===== src/rtl/dmem_access_unit.sv =====
// Data-memory access unit.
// This block takes the memory stage's combinational access request and turns it
// into a valid / addr_ok / data_ok transaction on the data bus. It stalls the
// pipeline until the transaction completes, then holds the raw read word until
// the stage advances, so the same access is never issued twice.
//
// state | meaning
// ------+-------------------------------------------------------------
// IDLE  | no access outstanding; a pending request stalls immediately
// ADDR  | dreq_valid high, waiting for addr_ok (data_ok may arrive too)
// DATA  | address accepted, waiting for data_ok
// HOLD  | result held in rdata with done=1 until pipe_advance or flush
module dmem_access_unit #(
  parameter int TIMEOUT = 255,
  parameter int CNT_W   = 8
) (
  input  logic        clk,
  input  logic        reset,
  input  logic        req_valid,
  input  logic [31:0] req_addr,
  input  logic [3:0]  req_strobe,
  input  logic [31:0] req_wdata,
  input  logic [2:0]  req_size,
  input  logic        pipe_advance,
  input  logic        flush,
  output logic        dreq_valid,
  output logic [31:0] dreq_addr,
  output logic [2:0]  dreq_size,
  output logic [3:0]  dreq_strobe,
  output logic [31:0] dreq_data,
  input  logic        dresp_addr_ok,
  input  logic        dresp_data_ok,
  input  logic [31:0] dresp_data,
  output logic [31:0] rdata,
  output logic        busy,
  output logic        done,
  output logic        bus_err
);

  typedef enum logic [1:0] {
    S_IDLE,
    S_ADDR,
    S_DATA,
    S_HOLD
  } state_t;

  // Counter value at which the next cycle in ADDR/DATA would reach TIMEOUT.
  localparam logic [CNT_W-1:0] TO_LAST = (TIMEOUT == 0) ? '0 : CNT_W'(TIMEOUT - 1);

  state_t           state_q, state_d;
  logic             abort_q;
  logic [CNT_W-1:0] cnt_q;
  logic             load_req;
  logic             capture;
  logic             set_err;
  logic             timeout_hit;
  logic             in_bus;

  assign in_bus      = (state_q == S_ADDR) || (state_q == S_DATA);
  // >= rather than == so that an addr_ok taken on the last allowed ADDR cycle
  // still times out in DATA once the counter has saturated.
  assign timeout_hit = (TIMEOUT != 0) && (cnt_q >= TO_LAST);

  // State register.
  always_ff @(posedge clk or posedge reset) begin
    if (reset) state_q <= S_IDLE;
    else       state_q <= state_d;
  end

  // Next-state and handshake outputs; a completing handshake wins over timeout.
  always_comb begin
    state_d    = state_q;
    dreq_valid = 1'b0;
    busy       = 1'b0;
    done       = 1'b0;
    load_req   = 1'b0;
    capture    = 1'b0;
    set_err    = 1'b0;
    case (state_q)
      S_IDLE: begin
        if (req_valid && !flush) begin
          busy     = 1'b1;
          load_req = 1'b1;
          state_d  = S_ADDR;
        end
      end
      S_ADDR: begin
        dreq_valid = 1'b1;
        busy       = 1'b1;
        if (dresp_addr_ok && dresp_data_ok) begin
          if (abort_q || flush) begin
            state_d = S_IDLE;
          end else begin
            capture = 1'b1;
            state_d = S_HOLD;
          end
        end else if (dresp_addr_ok) begin
          state_d = S_DATA;
        end else if (timeout_hit) begin
          set_err = 1'b1;
          state_d = S_IDLE;
        end
      end
      S_DATA: begin
        busy = 1'b1;
        if (dresp_data_ok) begin
          if (abort_q || flush) begin
            state_d = S_IDLE;
          end else begin
            capture = 1'b1;
            state_d = S_HOLD;
          end
        end else if (timeout_hit) begin
          set_err = 1'b1;
          state_d = S_IDLE;
        end
      end
      S_HOLD: begin
        done = 1'b1;
        if (pipe_advance || flush) state_d = S_IDLE;
      end
      default: state_d = S_IDLE;
    endcase
  end

  // Bus request latch, read capture, abort flag, timeout counter and sticky error.
  always_ff @(posedge clk or posedge reset) begin
    if (reset) begin
      dreq_addr   <= '0;
      dreq_size   <= '0;
      dreq_strobe <= '0;
      dreq_data   <= '0;
      rdata       <= '0;
      abort_q     <= 1'b0;
      cnt_q       <= '0;
      bus_err     <= 1'b0;
    end else begin
      if (load_req) begin
        dreq_addr   <= req_addr;
        dreq_size   <= req_size;
        dreq_strobe <= req_strobe;
        dreq_data   <= req_wdata;
      end
      if (capture) rdata <= dresp_data;
      if (load_req)              abort_q <= 1'b0;
      else if (in_bus && flush)  abort_q <= 1'b1;
      if (load_req)                  cnt_q <= '0;
      else if (in_bus && cnt_q != '1) cnt_q <= cnt_q + 1'b1;
      if (set_err) bus_err <= 1'b1;
    end
  end

endmodule

===== config.mk =====
export PLATFORM = sky130hd
export DESIGN_NAME = dmem_access_unit
export DESIGN_NICKNAME = d
export VERILOG_FILES = /design/src/rtl/dmem_access_unit.sv
export SDC_FILE = /design/constraint.sdc
export NUM_CORES = 1
export LEC_CHECK = 0
export CAP_MARGIN = 20
export CORE_MARGIN = 5
export CORE_UTILIZATION = 42
export DETAILED_ROUTE_END_ITERATION = 10
export HOLD_SLACK_MARGIN = 0.15
export PLACE_DENSITY = 0.81
export SLEW_MARGIN = 20
export SYNTH_ARGS = -nofsm -noshare
export SYNTH_HDL_FRONTEND = slang
export SYNTH_SLANG_ARGS = --single-unit

===== constraint.sdc =====
create_clock -name clk -period 5.05 [get_ports clk]
set_input_delay 1.01 -clock clk [delete_from_list [all_inputs] [get_ports clk]]
set_output_delay 1.01 -clock clk [all_outputs]
set_load 0.05 [all_outputs]

# [Word level (Yosys, flattened, before mapping)]
# Cells that the tools add are included.
[totals] ff_bits=115 inputBits=110 output_inout_bits=107 elab_cells=56
[classes] add_sub_neg=1 magnitude_cmp=1 n_eq_ne=6 muxes=26 n_reduce_logical=13
[ops] operator="two-way mux 8 bit" n=2
[ops] operator="two-way mux 2 bit" n=7
[ops] operator="two-way mux 1 bit" n=13
[ops] operator="adder 8 x 1 -> 8 bit (second input constant)" n=1
[ops] operator=">= comparator 8 bit (second input constant)" n=1
[ops] operator="!= test 8 bit (second input constant)" n=1
[ops] operator="case mux 2 bit (4 select lines)" n=1
[ops] operator="case mux 1 bit (2 select lines)" n=3
[ops] operator="== test 2 bit (second input constant)" n=2
[ops] operator="logical AND 1 bit" n=4
[ops] operator="!= test 2 bit (second input constant)" n=2
[ops] operator="nonzero test 2 bit" n=2
[ops] operator="logical OR 1 bit" n=3
[ops] operator="== test 2 x 1 -> 1 bit (second input constant)" n=1
[ops] operator="zero test 2 bit" n=1
[ops] operator="AND reduction 2 bit" n=1
[ops] operator="OR reduction 2 bit" n=1
[ops] operator="zero test 1 bit" n=1

# [Depth between registers and ports, before layout]
[depth] ltp_word=5 mapped_depth=8 mapped_depth_nobuf=6

# [Worst setup path before layout]
# No wires, ideal clock.
[synth_timing] path_type="input to output" from="input port flush" to="output port busy" t_arrival_ps=2342 required_time_ps=4040 slack_ps=1698 path_stages=4 n_path_buf=2 cell_sequence="nand3b_1 -> clkbuf_1 -> clkbuf_1 -> a21oi_1"
[synth_via] elab_chain_len=4
[synth_lines] item="from (decl)" line="25" text="input logic flush,"
[synth_lines] item="zero test 1 bit" line="81" text="if (req_valid && !flush) begin"
[synth_lines] item="logical AND 1 bit" line="81"
[synth_lines] item="two-way mux 1 bit" line="81"
[synth_lines] item="case mux 1 bit (2 select lines)" line="79" text="case (state_q)"
[synth_lines] item="to (decl)" line="35" text="output logic busy,"
# No other way between the ends.

# [Worst setup path in the final report]
# Same ends and word-level chain as after synthesis.

==> run summary <==
post-synthesis instance total = 462
met1 Track Usage GR = 23.3%
die width = 117 um
Hold Path Class = register to register
TritonCTS Sinks = 115
Final Cycle Share = 74.4%
startpoint type of the worst setup path = input port
power share of the combinational group = 53.5%
Critical Path End Type = primary output
worst skew pair latency = 400 ps
Detailed Route Iter0 Violations = 346
hold buffers post-CTS = 0
global-route track usage on met2 = 34.6%
Pwr Density = 764 nW/um^2
Top Usage Layer GRT = met2
post-synth cell types = 40
largest net degree at the start of global routing = 73
port bufs = 216
TritonCTS clock tree = done
worst-margin pin slew = 770 ps
Final Max Tran Viols = 0
Worst R2R End = rdata[30]
total grt overflow = 0
Synth area leaders = dfrtp_1 60%, nand2_1 17%, mux2_4 9.3%, ha_1 1.8%, buf_12 1.2%
postcts setup bufs = 0
Flop pwr share = 27.1%
io pins = 217
post-synth top area share = 59.6%
worst setup path start = flush
met3 Usage GRT = 7.66%
htree depth = 4
placed cell area = 7080 sq um
Ant. Diodes = 0
# DRC = 0
worst reg2reg startpoint = state_q[1]
Resize count post-CTS = 0
Sw Ratio = 46.1%
initial core utilization = 42.6%
DIE HEIGHT = 117 um
worst r2r path cells = 5
Total Wirelength = 13.7 mm
HPWL Detailed = 9.82 mm
Setup crit end = busy
row count = 39
Fmax = 0.266 GHz
Clock Root Buffer = clkbuf_16
vias in the first global route = 4170
worst setup path class = input port to primary output
Switch Pwr = 2.70 mW
internal power = 3.15 mW
reg2reg setup slack = 2750 ps
Synth Register Bits = 115
DR pass1 iterations = 4
data arrival time of the critical path = 2750 ps
clock power share = 19.4%
required time of the worst setup path = 4040 ps
RSZ-0062 raised after global routing = no
final instance area = 7650 sq um
layout cells sized above 1 = 10.2%
critical path fanouts, max = 7
drt wl/cell = 16.4 um
Via Count = 4059
total CTS buffers = 17
sequential area share after synthesis = 59.6%
Max IR drop VDD = 0.000512 V
first-pass GRT wire length = 21.3 mm
initial antenna violation count = 0
Die ar. = 13700 sq um
vias per cell = 4.85
final setup vio count = 0
fin crit period = 3760 ps
GRT Overall Usage = 20.2%
Layout area overhead = 58.6%
setup_tns = 0 ps
Final Hold Viols = 0
antenna viol nets, final = 0
status = complete, no violations
Filler Cell Count = 849
cell taking the most area after synthesis = dfrtp_1
Clk pin slew, worst setup/hold paths = 50 ps
skew final = 5.63 ps
core area = 11300 sq um
Max clock buf depth = 2
syn_area_per_cell = 10.4 sq um
max-cap viol count = 0
LEAKAGE = 3.59 nW
Ys Warns = 0
Synthesized Nets = 579
Slew headroom = 48.7%
Routability Congestion = 0.844
nets@finish = 798
Mapped Area = 4830 sq um
[synthesized netlist by cell type, drive strengths merged]
| cell | n |
|---|---|
| clkbuf | 15 |
| nor2 | 11 |
| a31oi | 2 |
| o211ai | 3 |
| a21boi | 1 |
| and4 | 1 |
| o311ai | 1 |
| nor3 | 1 |
| a21oi | 7 |
| and3 | 1 |
| nor4b | 1 |
| mux2 | 32 |
| or3b | 1 |
| nor2b | 1 |
| a2bb2oi | 1 |
| a211oi | 4 |
| dfrtp | 115 |
| nand4 | 2 |
| a41o | 1 |
| nand2 | 219 |
| nand3 | 1 |
| nor3b | 1 |
| and2 | 2 |
| a32oi | 2 |
| inv | 9 |
| xnor2 | 2 |
| nand2b | 3 |
| nand3b | 1 |
| or2 | 1 |
| buf | 5 |
| ha | 7 |
| a311oi | 3 |
| o21bai | 1 |
| o21ai | 4 |
[power by group through the flow]
stage | logic [mW] | registers (mW) | clock network [mW]
after floorplan | 0.681 | 2.94 | 0
after global placement | 3.09 | 1.57 | 0
after detailed placement | 3.14 | 1.59 | 0
after CTS | 3.16 | 1.59 | 1.16
after global routing | 3.29 | 1.64 | 1.21
final | 3.13 | 1.58 | 1.14
[registers in the layout, indices dropped and copies added, names as in the netlist]
| register | count |
|---|---|
| abort_q | 1 |
| bus_err | 1 |
| cnt_q | 8 |
| dreq_addr | 32 |
| dreq_data | 32 |
| dreq_size | 3 |
| dreq_strobe | 4 |
| rdata | 32 |
| state_q | 2 |
[critical path, cell delays in order]
cell and delay (ps):
clkdlybuf4s50_1 520, nand3b_1 250, a21oi_1 160, clkdlybuf4s50_1 820
[placed cells by master, fill, tap and decap left out, types with 2 or more instances in the layout]
master / n
nand2_1: 219
clkdlybuf4s50_1: 216
dfrtp_1: 115
mux2_4: 30
clkbuf_16: 17
nor2_1: 9
inv_1: 8
a21oi_1: 7
ha_1: 7
clkinv_2: 5
clkbuf_8: 5
a211oi_1: 4
buf_4: 4
nand2b_1: 3
o211ai_1: 3
a311oi_1: 3
clkinvlp_4: 3
o21ai_0: 2
o21ai_1: 2
and2_1: 2
xnor2_1: 2
nand4_1: 2
mux2_1: 2
a32oi_1: 2
[worst min path at each step]
stage	from	end	slack (ps)	cells after the start
2_1_floorplan	cnt_q[2]	cnt_q[2]	480	1
3_3_place_gp	dreq_addr[18]	dreq_addr[18]	460	2
3_5_place_dp	dreq_addr[12]	dreq_addr[12]	460	2
4_1_cts	dreq_addr[12]	dreq_addr[12]	470	2
5_1_grt	dreq_data[28]	dreq_data[28]	490	2
6_report	dreq_data[24]	dreq_data[24]	470	2
[cells by family after synthesis]
group | after synthesis | synth area share, %
compound gates | 30 | 4.41
buf+inv | 29 | 3.32
xor+xnor | 2 | 0.363
fa+ha+maj | 7 | 1.81
simple gates | 247 | 20.7
mux | 32 | 9.80
flops | 115 | 59.6
[per-stage QoR]
stage	util, %	std cells	setup WS [ps]	hold WS [ps]	total power [mW]
final	67.6	837	1290	467	5.85
after CTS	67.6	837	1310	473	5.91
after global placement	62.5	805	1340	456	4.66
after detailed placement	62.5	805	1300	461	4.73
after global routing	67.6	837	1200	489	6.13
after floorplan	-	462	996	485	3.62
[per-layer routing]
| layer | up-vias | part of all wire [%] |
|---|---|---|
| li1 | 1921 | - |
| met1 | 1940 | 38 |
| met2 | 177 | 51 |
| met3 | 21 | 9.2 |
| met4 | 0 | 1.7 |
| met5 | - | 0 |
[cell type report]
cell class | count | area [sq um] | share of cell area [%]
clock buffers | 23 | 498 | 6.51
flip-flops and latches | 115 | 2880 | 37.6
inverters | 9 | 36.3 | 0.474
well taps | 143 | 179 | 2.34
clock inverters | 9 | 77.6 | 1.01
repair buffers | 220 | 2190 | 28.6
multi-input cells | 318 | 1790 | 23.4
No activity file was read; power rests on OpenSTA's default activity.
